==> config.mk <==
export PLATFORM = sky130hd
export DESIGN_NAME = serial_subtractor
export DESIGN_NICKNAME = d
export VERILOG_FILES = /design/src/rtl/serial_arith_pkg.sv /design/src/rtl/full_subtractor.sv /design/src/rtl/serial_subtractor.sv
export SDC_FILE = /design/constraint.sdc
export NUM_CORES = 1
export LEC_CHECK = 0
export CAP_MARGIN = 0
export CORE_MARGIN = 2
export CORE_UTILIZATION = 24
export DETAILED_ROUTE_END_ITERATION = 8
export PLACE_DENSITY = 0.42
export REMOVE_ABC_BUFFERS = 1
export SLEW_MARGIN = 20
export SYNTH_ARGS = -nofsm -noshare
export SYNTH_HDL_FRONTEND = slang
export SYNTH_SLANG_ARGS = --single-unit
==> constraint.sdc <==
create_clock -name wire_clk -period 1.4 [get_ports wire_clk]
set_clock_uncertainty 0.15 [all_clocks]
set_input_delay 0.42 -clock wire_clk [delete_from_list [all_inputs] [get_ports wire_clk]]
set_output_delay 0.42 -clock wire_clk [all_outputs]
set_load 0.02 [all_outputs]
==> src/rtl/serial_arith_pkg.sv <==
// ============================================================================
// Module  : serial_arith_pkg
// Purpose : Shared FSM encodings, default width and counter sizing for the
//           bit-serial arithmetic blocks.
// Revision: 1.0 - initial release
// ============================================================================
`timescale 1ns/1ps
`default_nettype none

package serial_arith_pkg;

  localparam int DEFAULT_WIDTH = 8;

  localparam logic [1:0] ST_IDLE  = 2'd0;
  localparam logic [1:0] ST_SHIFT = 2'd1;
  localparam logic [1:0] ST_DONE  = 2'd2;

  typedef enum logic [1:0] {
    S_IDLE  = ST_IDLE,
    S_SHIFT = ST_SHIFT,
    S_DONE  = ST_DONE
  } state_t;

  // Bits needed to count 0..width-1, never less than one.
  function automatic int count_width(input int width);
    return (width <= 2) ? 1 : $clog2(width);
  endfunction

endpackage

`default_nettype wire

==> src/rtl/full_subtractor.sv <==
// ============================================================================
// Module  : full_subtractor
// Purpose : Single-bit combinational full subtractor (a - b - borrow_in).
// Revision: 1.0 - initial release
// ============================================================================
`timescale 1ns/1ps
`default_nettype none

module full_subtractor (
  input  logic a,
  input  logic b,
  input  logic borrow_in,
  output logic diff,
  output logic borrow_out
);

  assign diff       = a ^ b ^ borrow_in;
  assign borrow_out = (~a & b) | (~(a ^ b) & borrow_in);

endmodule

`default_nettype wire

==> src/rtl/serial_subtractor.sv <==
// ============================================================================
// Module  : serial_subtractor
// Purpose : Bit-serial LSB-first unsigned subtractor with start/busy/done.
//           Optional signed overflow output: SERIAL_SUBTRACTOR_OVERFLOW_EN.
// Revision: 1.0 - initial release
// ============================================================================
`timescale 1ns/1ps
`default_nettype none

module serial_subtractor
  import serial_arith_pkg::*;
#(
  parameter int WIDTH = DEFAULT_WIDTH
) (
  input  logic             wire_clk,
  input  logic             wire_rst,
  input  logic             wire_start,
  input  logic [WIDTH-1:0] wire_a,
  input  logic [WIDTH-1:0] wire_b,
  output logic             wire_busy,
  output logic             wire_done,
  output logic [WIDTH-1:0] wire_diff,
  output logic             wire_borrow
`ifdef SERIAL_SUBTRACTOR_OVERFLOW_EN
  ,
  output logic             wire_overflow
`endif
);

  localparam int CW = count_width(WIDTH);

  state_t           state, state_next;
  logic [WIDTH-1:0] a_sr, b_sr;
  logic [WIDTH-2:0] d_sr;
  logic             bor_ff;
  logic [CW-1:0]    count;
  logic             d_bit, bor_next;
  logic [WIDTH-1:0] d_full;
  logic             load, last_step;

  full_subtractor u_fs (
    .a          (a_sr[0]),
    .b          (b_sr[0]),
    .borrow_in  (bor_ff),
    .diff       (d_bit),
    .borrow_out (bor_next)
  );

  // Partial result with this step's bit placed at the MSB.
  assign d_full    = {d_bit, d_sr};
  assign load      = wire_start && ((state == S_IDLE) || (state == S_DONE));
  assign last_step = (state == S_SHIFT) && (count == CW'(WIDTH - 1));

  always_ff @(posedge wire_clk) begin
    if (wire_rst) state <= S_IDLE;
    else          state <= state_next;
  end

  always_comb begin
    state_next = state;
    wire_busy  = 1'b0;
    wire_done  = 1'b0;
    case (state)
      S_IDLE:  if (wire_start) state_next = S_SHIFT;
      S_SHIFT: begin
        wire_busy = 1'b1;
        if (last_step) state_next = S_DONE;
      end
      S_DONE: begin
        wire_done  = 1'b1;
        state_next = wire_start ? S_SHIFT : S_IDLE;
      end
      default: state_next = S_IDLE;
    endcase
  end

  always_ff @(posedge wire_clk) begin
    if (wire_rst) begin
      a_sr        <= '0;
      b_sr        <= '0;
      d_sr        <= '0;
      bor_ff      <= 1'b0;
      count       <= '0;
      wire_diff   <= '0;
      wire_borrow <= 1'b0;
    end else if (load) begin
      a_sr   <= wire_a;
      b_sr   <= wire_b;
      d_sr   <= '0;
      bor_ff <= 1'b0;
      count  <= '0;
    end else if (state == S_SHIFT) begin
      a_sr   <= a_sr >> 1;
      b_sr   <= b_sr >> 1;
      d_sr   <= d_full[WIDTH-1:1];
      bor_ff <= bor_next;
      count  <= count + 1'b1;
      if (last_step) begin
        wire_diff   <= d_full;
        wire_borrow <= bor_next;
      end
    end
  end

`ifdef SERIAL_SUBTRACTOR_OVERFLOW_EN
  logic a_msb, b_msb;

  // Operand MSBs are shifted out early, so keep a copy for the overflow test.
  always_ff @(posedge wire_clk) begin
    if (wire_rst) begin
      a_msb         <= 1'b0;
      b_msb         <= 1'b0;
      wire_overflow <= 1'b0;
    end else if (load) begin
      a_msb <= wire_a[WIDTH-1];
      b_msb <= wire_b[WIDTH-1];
    end else if (last_step) begin
      wire_overflow <= (a_msb != b_msb) && (d_bit != a_msb);
    end
  end
`endif

endmodule

`default_nettype wire

**Word level (Yosys, flattened, before mapping)**

Cells that the tools add are included.

- Flip-flop bits (word level): 38
- Logic and storage cells: 40
- Bits of input ports: 19
- Output and inout bits: 11

- Multiplexer cells: 10
- Reductions and logical operators: 8
- Add/sub/neg operators: 1
- Eq/ne operators: 5
- Bitwise operators: 8

Operator list:

| kind | number |
|---|---|
| 8-bit 2-to-1 mux | 4 |
| 2-bit one-hot mux with 3 select lines | 1 |
| 2-bit 2-to-1 mux | 2 |
| 2-bit inequality test (second input constant) | 2 |
| 3-bit by 1-bit adder with 3-bit output (second input constant) | 1 |
| 3-bit equality test (second input constant) | 1 |
| 1-bit 2-to-1 mux | 3 |
| 1-bit NOT | 3 |
| 3-bit AND reduction | 1 |
| 1-bit AND | 2 |
| 2-bit by 1-bit equality test with 1-bit output (second input constant) | 1 |
| 2-bit equality test (second input constant) | 1 |
| 1-bit logical AND | 2 |
| 2-bit logical NOT | 1 |
| 2-bit AND reduction | 1 |
| 2-bit nonzero test | 1 |
| 2-bit OR reduction | 1 |
| 1-bit XOR | 2 |
| 1-bit logical OR | 1 |
| 1-bit bitwise OR | 1 |

**Depth between registers and ports, before layout**

- Depth in word-level cells: 5
- Gate-level depth with buffers: 6
- Depth with buffers taken out: 5

**Cells and area by module**

From an unflattened synthesis, not the netlist that was laid out.

- Cell total of the unflattened synthesis: 178
- Area total of the unflattened synthesis: 1514.0 µm²

By module, submodules not included:

| module | area an instance (µm²) | seq. area each (µm²) | times used | cells each |
|---|---|---|---|---|
| serial_subtractor | 1482.7 | 760.7 | 1 | 174 |
| full_subtractor | 31.3 | 0.0 | 1 | 4 |

**Least setup slack after synthesis**

OpenSTA, ideal clock, no wires.

- Path kind: register to register
- From: reg count[0]
- To: reg state[0]
- Data arrival time: 1.111 ns
- Path buffers: 1
- Stages on the path, launching flop included: 6
- Required time: 1.122 ns
- Clock period less this slack: 1.389 ns
- Path slack: 0.011 ns
- Library setup time: 0.128 ns
- Cells stage by stage: dfxtp_1 > ha_1 > ha_1 > buf_1 > o21a_1 > nor2_1

- Cells in the longest elaborated chain, start to end: 4

Ends and longest elaborated chain:

| item | line | text |
|---|---|---|
| start: declaration | serial_subtractor.sv:36 | `logic [CW-1:0] count;` |
| start signal: assignment | serial_subtractor.sv:97 | `count <= count + 1'b1;` |
| 3-bit equality test | serial_subtractor.sv:52 | `assign last_step = (state == S_SHIFT) && (count == CW'(WIDTH - 1));` |
| 1-bit logical AND | serial_subtractor.sv:52 |  |
| 2-bit inequality test (no line) | -- |  |
| 2-bit AND reduction (no line) | -- |  |
| end signal: assignment | serial_subtractor.sv:56 | `else state <= state_next;` |
| end: declaration | serial_subtractor.sv:32 | `state_t state, state_next;` |

No other way between the ends.
A chain may end at the register's enable or synchronous reset.

**Worst setup path after layout**

- From: reg state[1]
- To: out wire_busy

- Cells in the longest elaborated chain, start to end: 2

Ends and longest elaborated chain:

| item | line | text |
|---|---|---|
| 2-bit by 1-bit equality test with 1-bit output | serial_subtractor.sv:63 | `case (state)` |
| 1-bit 2-to-1 mux | serial_subtractor.sv:63 |  |
| end: declaration | serial_subtractor.sv:20 | `output logic wire_busy,` |

No other way between the ends.

==> run metrics <==
top_reg_cell synth sky130_fd_sc_hd__dfxtp_1; number of antenna violations at the first check in global routing 0; ordered cell list for the critical path nand2b_4 -> inv_6 -> buf_6; Total Negative Setup Slacks -0.1973 ns; post-cts hold buffer count 0; Cells after Synth between 150 and 200; total cell area at the placement stage 1922 sq um; run status finished, violations left; number of violations of the max-capacitance limit 0; library cell occupying the most area in the post-synthesis netlist sky130_fd_sc_hd__dfxtp_1; number of search-and-repair iterations in the first detailed-routing pass 4; combinational family with the most area after synthesis simple AND/OR/NAND/NOR gates; category of the worst setup path capture point output pin; endpoints failing hold 0; Root Driver sky130_fd_sc_hd__clkbuf_8; number of placed instances with taps included 277; clock buffer count from CTS 5; count of cells along the worst register-to-register path 5; share of the synthesized area in the top cell type between 50% and 60%; Peak Freq 665.0 MHz; leading cell type by number of instances after synthesis sky130_fd_sc_hd__dfxtp_1; PwrDens 1077 nW/um^2; multi-input logic area roughly 740 sq um; wire length of the first global-routing pass 6.072 mm; gp weighted congestion about 0.74; final standard cell count with taps included and fillers excluded approximately 290; die area approximately 7000 sq um; static leakage 0.7556 nW; internal reg-to-reg setup slack ~0.010 ns; vias per inst 4.634; DR iter-0 viols 55; net total in the final layout 233; fraction of final layout cells sized beyond drive strength 1 between 20 and 30%; utilization after layout 35.17%; time the final worst path needs with I/O delays and setup 1.504 ns; Critical Setup Path Class register to output pin; Initial Utilization between 20% and 30%; H-tree depth 2; Core ar. 6026 sq um; register area share after synthesis 50.04%; count of different cell masters after synthesis 27; Yosys warnings 0; Num Clock Sinks 38; worst setup path startpoint state[1]; unrepaired setup endpoints after global routing true; maximum resistive drop on vdd 0.4582 mV; Setup WS pre-CTS -0.3733 ns; total via count after detailed routing 1330; class of the worst hold path register to register; post-synthesis compound-gate area fraction 16.38%; number of enable flip-flop cells after synthesis 0; critical path buffer and inverter count 2; maximum buffer depth of the clock tree 2; number of fillers in the final layout 649; maximum single-stage delay on the critical path 0.33 ns; terminus of the critical flop-to-flop path a_sr[6]; clock edge transition at the registers on the reported setup and hold paths 0.07 ns; number of global-route vias before repair 1315; residual DRC count 0; I/O pin total 30; average instance area after synthesis 8.737 sq um; Buffers on Ports 29; CP max stage cell sky130_fd_sc_hd__dfxtp_2; arrival time of data at the critical path endpoint 0.93 ns; pins over their slew limit 0; category of the worst setup path launch point register; TritonCTS clock tree done; adder-cell share of the synthesized area 2.963%; share of cell area taken by muxes after synthesis 0.6584%; failing checks setup timing; cell count along the critical path 3; site row count 28; later-pin clock latency in the skew report about 0.28 ns; startpoint of the lowest-slack register-to-register path state[1]; worst setup margin -0.1039 ns; horizontal die dimension 83.59 um; largest cells by area after synthesis sky130_fd_sc_hd__dfxtp_1 50%, sky130_fd_sc_hd__nand2_1 8.6%, sky130_fd_sc_hd__a21oi_1 6.6%; sequential cell area slightly below 800 sq um; half-perimeter wire length after detailed placement 2.452 mm; combined area of all synthesized cells 1520 sq um; Total GRT Usage 10.89%; Worst setup endpoint wire_busy; Post-Synth XOR/XNOR Area 0.5761%; worst slack on hold paths 0.3031 ns; pin count of the biggest net entering global routing 37; Finished Cell Area 2120 sq um; delay-heaviest family, CP flip-flops; DRT Wirelength around 3.8 mm; Vert. Die Dim 83.59 um; share of the cycle needed by the critical path after routing 107.4%; Wirelength per Cell 13.41 um; worst-margin pin slew 0.3347 ns; power consumption 2.283 mW; proportion of register bits with asynchronous set or reset after synthesis 0%; required time reported for the critical path endpoint about 0.83 ns; area growth from synthesis to layout 39.42%; Slew Limit Headroom 77.69%; number of inserted diodes 0; top post-synthesis cells by count 38 x sky130_fd_sc_hd__dfxtp_1, 35 x sky130_fd_sc_hd__nand2_1, 20 x sky130_fd_sc_hd__a21oi_1; total congestion overflow 0; antenna violation net count after detailed routing 0; synthesized-area fraction occupied by and/or/nand/nor cells 22.22%; final number of setup-violating endpoints 2; crit path max fanout 3; register bit count reported by yosys 38
==> kinds of logic (layout without fill, tap and decap cells) <==
kind of cell | after synthesis | in the layout
AND/OR/NAND/NOR | 76 | 76
buffers and inverters | 17 | 55
adder cells (fa/ha/maj) | 3 | 3
XOR/XNOR | 1 | 1
multiplexers | 1 | 1
flip-flops | 38 | 38
AO/OA/AOI/OAI | 38 | 38
==> layout make-up <==
cell class | instances | share of cell area [%]
Clock inverter | 1 | 0.2361
Clock buffer | 7 | 4.073
Timing Repair Buffer | 44 | 19.24
Multi-Input combinational cell | 119 | 34.89
Inverter | 3 | 0.7674
Tap cell | 75 | 4.427
Sequential cell | 38 | 36.36
==> metal layers <==
layer	vias to the layer above	track usage (%)	part of all wire, %	wire length, um
li1	677	-	-	-
met1	623	13.50	47	1824
met2	25	17.89	47	1825
met3	5	3.165	3.8	146
met4	0	3.959	1.3	51
met5	-	0	0	0
==> placed cells by master, fill, tap and decap left out, types with 3 or more instances in the layout <==
cell                              instances
sky130_fd_sc_hd__a21oi_1                 16
sky130_fd_sc_hd__nand2_1                 31
sky130_fd_sc_hd__buf_2                    8
sky130_fd_sc_hd__clkdlybuf4s50_1         17
sky130_fd_sc_hd__nand3_1                  9
sky130_fd_sc_hd__buf_8                    3
sky130_fd_sc_hd__o22ai_1                  8
sky130_fd_sc_hd__nand2_2                  4
sky130_fd_sc_hd__nor2_1                   8
sky130_fd_sc_hd__a21oi_2                  4
sky130_fd_sc_hd__buf_6                    5
sky130_fd_sc_hd__clkbuf_8                 6
sky130_fd_sc_hd__dfxtp_2                  5
sky130_fd_sc_hd__dfxtp_1                 32
sky130_fd_sc_hd__a311oi_1                 4
sky130_fd_sc_hd__nor3_1                  17
sky130_fd_sc_hd__buf_4                    9
==> power breakdown <==
group          switching [mW]  internal (mW)  leakage [nW]
Combinational           0.176          0.168         0.394
Clock                   0.378          0.398        0.0482
Sequential             0.0312           1.13         0.313
==> state kept, by name, indices dropped and copies added, names as in the netlist <==
signal and cells:
state 2, b_sr 8, bor_ff 1, wire_diff 8
count 3, d_sr 7, wire_borrow 1, a_sr 8
==> worst min-delay path, delay by kind of cell (launching register included) <==
kind	cells	cell delay, ns
AO/OA/AOI/OAI	1	0.05
flip-flops	1	0.31
AND/OR/NAND/NOR	1	0.05
==> timing repair <==
| item | CTS | global route |
|---|---|---|
| gates resized for setup | 63 | 26 |
| cloned | 0 | 1 |
| buffers inserted | 0 | 1 |
| pin swaps | 1 | 8 |
| endpoints found under the hold margin | 0 | 0 |
| endpoints found under the setup margin | 46 | 20 |
==> how the worst min path moves through the flow <==
stage	start	endpoint	depth (start not counted)	slack (ns)
after global placement	d_sr[0]	d_sr[0]	2	0.29
after CTS	d_sr[0]	d_sr[0]	2	0.31
after detailed placement	d_sr[0]	d_sr[0]	2	0.30
final	wire_diff[1]	wire_diff[1]	2	0.30
after global routing	wire_diff[5]	wire_diff[5]	2	0.33
after floorplan	d_sr[0]	d_sr[0]	2	0.29
(Power assumes the default switching activity.)
